<file path="src/rtl/clk_switch_ctrl_if.sv">
// Requester-side handshake bundle for clk_switch_ctrl.
// The master side raises level requests with a desired source; the slave
// side (the controller) answers with grant, owner and completion status.
interface clk_switch_ctrl_if #(
  parameter int NREQ = 4
);
  logic [NREQ-1:0] req;
  logic [NREQ-1:0] req_src;
  logic [NREQ-1:0] gnt;
  logic [2:0]      owner;
  logic            done;
  logic            err;
  logic            busy;

  modport master (
    output req,
    output req_src,
    input  gnt,
    input  owner,
    input  done,
    input  err,
    input  busy
  );

  modport slave (
    input  req,
    input  req_src,
    output gnt,
    output owner,
    output done,
    output err,
    output busy
  );
endinterface

</file>
<file path="src/rtl/clk_switch_ctrl.sv">
// Sequencer/arbiter in front of the two-source glitch-free clock mux.
// Grants one source-change request at a time (round-robin), drives the mux
// select, waits for the synchronized gate status to confirm the handover
// (with timeout), then enforces a dwell period before the next grant.
//
//   state | meaning
//   ------+--------------------------------------------------------------
//   IDLE  | arbitrate; no-op requests finish here with gnt+done
//   WAIT  | select driven to target; waiting for gate status or timeout
//   HOLD  | minimum dwell after a completed or failed switch
//
// Source encoding everywhere: 1 = clk0, 0 = clk1.
// Gate status: [1] = clk1 gate on, [0] = clk0 gate on.
module clk_switch_ctrl #(
  parameter int NREQ    = 4,
  parameter int DWELL   = 16,
  parameter int TIMEOUT = 64,
  parameter bit RST_SEL = 1'b1
) (
  input  logic             clk,
  input  logic             rst_n,
  clk_switch_ctrl_if.slave bus,
  input  logic [1:0]       src_active,
  output logic             select,
  output logic             cur_src
);

  localparam int PW   = (NREQ > 1) ? $clog2(NREQ) : 1;
  localparam int TMAX = (DWELL > TIMEOUT) ? DWELL : TIMEOUT;
  localparam int TW   = $clog2(TMAX + 1);

  typedef enum logic [1:0] {
    IDLE = 2'd0,
    WAIT = 2'd1,
    HOLD = 2'd2
  } state_t;

  state_t          state;
  logic [PW-1:0]   rr;
  logic [TW-1:0]   timer;
  logic            target;
  logic [1:0]      sync1;
  logic [1:0]      sync_act;

  logic [NREQ-1:0] gnt_r;
  logic [2:0]      owner_r;
  logic            done_r;
  logic            err_r;
  logic            busy_r;
  logic            select_r;
  logic            cur_src_r;

  logic [PW-1:0]   win;
  logic            win_vld;
  logic            win_src;
  logic [PW-1:0]   rr_next;
  logic            confirm;

  // Offset from the round-robin pointer, wrapped modulo NREQ.
  function automatic logic [PW-1:0] wrap_idx(input logic [PW-1:0] base, input int off);
    int s;
    s = int'(base) + off;
    if (s >= NREQ) s = s - NREQ;
    return PW'(s);
  endfunction

  // Round-robin search: scan downward so the smallest offset from rr wins.
  always_comb begin
    win     = '0;
    win_vld = 1'b0;
    for (int i = NREQ - 1; i >= 0; i--) begin
      if (bus.req[wrap_idx(rr, i)]) begin
        win     = wrap_idx(rr, i);
        win_vld = 1'b1;
      end
    end
  end

  assign win_src = bus.req_src[win];
  assign rr_next = (win == PW'(NREQ - 1)) ? '0 : win + 1'b1;

  // Handover is only accepted on the clean single-gate pattern; 00/11 are
  // transitional states of the mux and never count.
  assign confirm = target ? (sync_act == 2'b01) : (sync_act == 2'b10);

  // Two-flop synchronizer for the asynchronous gate-status flags.
  always_ff @(posedge clk) begin
    if (!rst_n) begin
      sync1    <= 2'b00;
      sync_act <= 2'b00;
    end else begin
      sync1    <= src_active;
      sync_act <= sync1;
    end
  end

  // Main sequencer: arbitration, select drive, confirm/timeout and dwell.
  always_ff @(posedge clk) begin
    if (!rst_n) begin
      state     <= IDLE;
      rr        <= '0;
      timer     <= '0;
      target    <= RST_SEL;
      gnt_r     <= '0;
      owner_r   <= '0;
      done_r    <= 1'b0;
      err_r     <= 1'b0;
      busy_r    <= 1'b0;
      select_r  <= RST_SEL;
      cur_src_r <= RST_SEL;
    end else begin
      gnt_r  <= '0;
      done_r <= 1'b0;
      err_r  <= 1'b0;
      case (state)
        IDLE: begin
          if (win_vld) begin
            gnt_r[win] <= 1'b1;
            owner_r    <= 3'(win);
            rr         <= rr_next;
            if (win_src == cur_src_r) begin
              done_r <= 1'b1;
            end else begin
              select_r <= win_src;
              target   <= win_src;
              timer    <= '0;
              busy_r   <= 1'b1;
              state    <= WAIT;
            end
          end
        end
        WAIT: begin
          // Confirmation is checked first so it wins over a coincident timeout.
          if (confirm) begin
            done_r    <= 1'b1;
            cur_src_r <= target;
            timer     <= '0;
            state     <= HOLD;
          end else if (timer == TW'(TIMEOUT - 1)) begin
            err_r    <= 1'b1;
            select_r <= cur_src_r;
            timer    <= '0;
            state    <= HOLD;
          end else begin
            timer <= timer + 1'b1;
          end
        end
        HOLD: begin
          if (timer == TW'(DWELL - 1)) begin
            timer  <= '0;
            busy_r <= 1'b0;
            state  <= IDLE;
          end else begin
            timer <= timer + 1'b1;
          end
        end
        default: begin
          timer  <= '0;
          busy_r <= 1'b0;
          state  <= IDLE;
        end
      endcase
    end
  end

  assign bus.gnt   = gnt_r;
  assign bus.owner = owner_r;
  assign bus.done  = done_r;
  assign bus.err   = err_r;
  assign bus.busy  = busy_r;
  assign select    = select_r;
  assign cur_src   = cur_src_r;

endmodule

</file>
<file path="src/flat_wrapper.sv">
// flat-port wrapper written by rule: the top's interface ports become plain ports
module clk_switch_ctrl_flat 
#(
  parameter int NREQ    = 4,
  parameter int DWELL   = 16,
  parameter int TIMEOUT = 64,
  parameter bit RST_SEL = 1'b1
)
  (clk, rst_n, src_active, select, cur_src, bus_req, bus_req_src, bus_gnt, bus_owner, bus_done, bus_err, bus_busy);
  clk_switch_ctrl_if #(.NREQ(NREQ)) bus_i ();
  input  logic clk;
  input  logic rst_n;
  input  logic [1:0] src_active;
  output logic select;
  output logic cur_src;
  input wire logic [$bits(bus_i.req)-1:0] bus_req;
  input wire logic [$bits(bus_i.req_src)-1:0] bus_req_src;
  output wire logic [$bits(bus_i.gnt)-1:0] bus_gnt;
  output wire logic [$bits(bus_i.owner)-1:0] bus_owner;
  output wire logic [$bits(bus_i.done)-1:0] bus_done;
  output wire logic [$bits(bus_i.err)-1:0] bus_err;
  output wire logic [$bits(bus_i.busy)-1:0] bus_busy;
  assign bus_i.req = bus_req;
  assign bus_i.req_src = bus_req_src;
  assign bus_gnt = bus_i.gnt;
  assign bus_owner = bus_i.owner;
  assign bus_done = bus_i.done;
  assign bus_err = bus_i.err;
  assign bus_busy = bus_i.busy;
  clk_switch_ctrl #(.NREQ(NREQ), .DWELL(DWELL), .TIMEOUT(TIMEOUT), .RST_SEL(RST_SEL)) u_core (.clk(clk), .rst_n(rst_n), .bus(bus_i), .src_active(src_active), .select(select), .cur_src(cur_src));
endmodule
</file>
<file path="config.mk">
export PLATFORM = sky130hd
export DESIGN_NAME = clk_switch_ctrl_flat
export DESIGN_NICKNAME = d
export VERILOG_FILES = /design/src/rtl/clk_switch_ctrl_if.sv /design/src/rtl/clk_switch_ctrl.sv /design/src/flat_wrapper.sv
export SDC_FILE = /design/constraint.sdc
export NUM_CORES = 1
export LEC_CHECK = 0
export BUFFER_PORTS_ARGS = -buffer_cell sky130_fd_sc_hd__buf_2
export CAP_MARGIN = 20
export CORE_UTILIZATION = 45
export CTS_CLUSTER_SIZE = 10
export DETAILED_ROUTE_END_ITERATION = 10
export PLACE_DENSITY = 0.64
export SLEW_MARGIN = 0
export SYNTH_ARGS = -nofsm -noshare
export SYNTH_HDL_FRONTEND = slang
export SYNTH_SLANG_ARGS = --single-unit
</file>
<file path="constraint.sdc">
create_clock -name clk -period 2.5 [get_ports clk]
set_clock_uncertainty 0.05 [all_clocks]
set_input_delay 0.75 -clock clk [delete_from_list [all_inputs] [get_ports clk]]
set_output_delay 0.75 -clock clk [all_outputs]
set_load 0.03 [all_outputs]
</file>
==> impl_metrics.csv <==
group,metric,value,unit
detailed_routing,via_per_inst,5.462,
critical_path,rr_worst_depth,8,
sta,worst_pin_slew,0.5579,ns
grt,first_global_vias,1361,
sta,maxSlewViolCount,0,
logic_synthesis,mappedNetlistNets,198,
detailed_routing,ant_nets,0,
layout,drive_gt1_share,24.54,%
logic_synthesis,syn_area_per_cell,8.597,sq um
critical_path,critPathMaxFanout,9,
floorplanning,dieHeight,60.32,um
layout,layout.nets,237,
clock_network,postCtsSetupBuffers,0,
logic_synthesis,synthCells,178,
detailed_routing,vias,1420,
placement,portBuffers,22,
sta,setup_violations,0,
critical_path,cp-start-kind,"primary input",
power,leakage,0.0008202,uW
floorplanning,die_w,60.32,um
detailed_routing,dr.pass1.iters,4,
min_path,hold_class,"flop to flop",
floorplanning,core,3128,sq um
detailed_routing,drtIter0Drc,62,
power,powerDensity,903.0,nW/um^2
power,peakVddDrop,0.0004712,V
layout,antennaDiodeCount,0,
critical_path,reg2reg_to,"u_core.timer[2]",
floorplanning,rows,20,
min_path,hold_start,"u_core.sync1[1]",
layout,multi_input_area,898.4,sq um
sta,setup-tns-final,0,ns
sta,rsz0062_at_grt,"no",
logic_synthesis,ys_seq_area_share,35.32,%
grt,overflow,0,
critical_path,criticalPathCategory,"primary input to flop",
clock_network,cts.repair.resized,0,
grt,grt_first_pass_wirelength,5.809,mm
sta,final.min_clock_period,2.335,ns
clock_network,cts_buffers,3,
flow_run,drv_cap,0,
critical_path,arrival,2.51,ns
layout,syn2layout_area_growth,19.13,%
detailed_routing,drc,0,
floorplanning,start_util,48.92,%
floorplanning,io_pins,24,
placement,place_congestion,0.8439,
layout,finalNonFillerCells,260,
grt,grt_max_degree,26,
floorplanning,dieArea,3638,sq um
logic_synthesis,yosys.cell_types.count,51,
min_path,whs_endpoint,"u_core.sync_act[1]",
logic_synthesis,netlist_area,1530,sq um
outcome,status,"complete, no violations",
clock_network,postCtsHoldBufs,0,
critical_path,r2r_slack,0.29,ns
grt,antenna_found_initial,0,
critical_path,rr_startpoint,"u_core.rr[1]",
clock_network,clkSlewWorstSetupHoldPaths,0.14,ns
sta,max_freq,428.3,MHz
detailed_routing,routedWlPerCell,12.50,um
logic_synthesis,synth-seq-cells,27,
placement,dp.cells,256,
layout,register_area,540.5,sq um
sta,final_hold_viol_count,0,
grt,grt.total_usage,21.37,%
clock_network,clk_path_buf_depth,2,
clock_network,htreeDepth,1,
clock_network,insertion_delay,0.32,ns
sta,whs,0.4038,ns
min_path,min_path_cells,1,
layout,nFillCells,287,
critical_path,crit_required,2.68,ns
clock_network,cts_sinks,27,
placement,dpl.hpwl,2.462,mm
detailed_routing,drt_wl_total,3.251,mm
clock_network,cts_tree,"done",
sta,period_share,93.38,%
sta,timing.max_slew.rel_slack,62.80,%
critical_path,crit_path_end_kind,"flop",
clock_network,ctsRootBufferMaster,"clkbuf_4",
logic_synthesis,yosysWarnings,0,
-- critical path, stage by stage --
cell and delay, ns:
buf_2 0.12, and2_4 0.16, o211a_1 0.24, o21ai_1 0.16, and2_1 0.15, mux2_2 0.42, and3_4 0.23, o32ai_1 0.28
-- cells in the final DEF, fill, tap and decap left out, types with 6 or more instances in the layout --
cell type  count
nand3_1       11
inv_1          9
nor2_1        11
mux2i_1        6
buf_2         22
a31oi_1        6
and2_1        10
nand2_1       13
and3_1         7
ha_1           8
dfxtp_1       27
buf_4         20
-- synth_stat cells (all sizes together) --
cell type  count  area share, %
a211oi         1           0.49
a21boi         1           0.49
a21o           1           0.49
a21oi          6            2.2
a22o           1           0.57
a311o          1           0.65
a31oi          7            3.8
a32oi          2            1.1
and2          12            5.1
and3           8            3.6
buf            4            2.3
clkbuf         4           0.98
clkinv         1           0.25
conb           1           0.25
dfxtp         27             35
ha             8            6.5
inv           10            2.5
mux2           1           0.74
mux2i          6            3.9
nand2         13            3.2
nand2b         3            1.2
nand3         12            4.3
nand3b         1           0.49
nand4          1           0.41
nand4b         1           0.57
nor2          11            2.7
nor2b          2           0.82
nor3           5            1.6
nor4           2           0.82
o211a          1           0.65
o211ai         3            1.5
o21a           1           0.49
o21ai          7            2.3
o21ba          1           0.65
o21bai         1           0.49
o221a          3            2.2
o2bb2ai        2            1.1
o32ai          3            1.7
or3            1           0.41
or3b           1           0.57
or4            1           0.49
-- metal layers --
| metal | routed length [um] | up-vias | global-route usage [%] |
|---|---|---|---|
| met5 | 0 | - | 0 |
| met1 | 1523 | 658 | 27.69 |
| met3 | 138 | 4 | 4.545 |
| met2 | 1568 | 35 | 36.26 |
| li1 | - | 723 | - |
| met4 | 20 | 0 | 4.651 |
-- cell families after synthesis --
group	count (synthesis)	synth area share [%]
compound gates	42	21.02
buf+inv	19	5.968
flops	27	35.32
mux	7	4.661
simple gates	74	26.25
fa+ha+maj	8	6.542
other cells	1	0.2451
-- sequential cells by signal (all words and copies together), names as in the netlist --
signal            cells
u_core.bus.err        1
u_core.bus.done       1
u_core.cur_src        1
u_core.select         1
u_core.rr             2
u_core.state          2
u_core.bus.gnt        4
u_core.timer          7
u_core.bus.busy       1
u_core.sync_act       2
u_core.target         1
u_core.sync1          2
u_core.bus.owner      2
-- power by group --
part	internal, uW	leakage (uW)	total, uW	switching [uW]
Clock	60.0	0.0000177	186	126
Combinational	391	0.000581	896	505
Sequential	510	0.000221	564	54.2
Total	961	0.000820	1650	685
-- through the flow --
stage / setup WS (ns) / area (sq um) / util (%) / total power [uW]
after floorplan: 0.07033 / 1530 / - / 1209
after global placement: -0.1290 / 1795 / 57.40 / 1441
after detailed placement: -0.1673 / 1795 / 57.40 / 1458
after CTS: 0.1801 / 1823 / 58.28 / 1645
after global routing: 0.005706 / 1823 / 58.28 / 1789
final: 0.1654 / 1823 / 58.28 / 1646
-- area by class of cell --
type | count | share of cell area [%]
sequential | 27 | 29.65
clock buffer | 3 | 1.235
timing repair buffer | 42 | 14.28
inverter | 11 | 2.265
multi-input combinational | 132 | 49.28
clock inverter | 1 | 0.2745
tap | 44 | 3.020
-- worst max path at each step --
stage / from / cells past startpoint / end
2_1_floorplan: bus_req[0] / 9 / u_core.select
3_3_place_gp: bus_req[0] / 8 / u_core.state[1]
3_5_place_dp: bus_req[0] / 8 / u_core.timer[6]
4_1_cts: bus_req[0] / 8 / u_core.timer[2]
5_1_grt: bus_req[0] / 9 / u_core.timer[2]
6_report: bus_req[0] / 8 / u_core.timer[2]
Power figures use the tool's default switching activity.
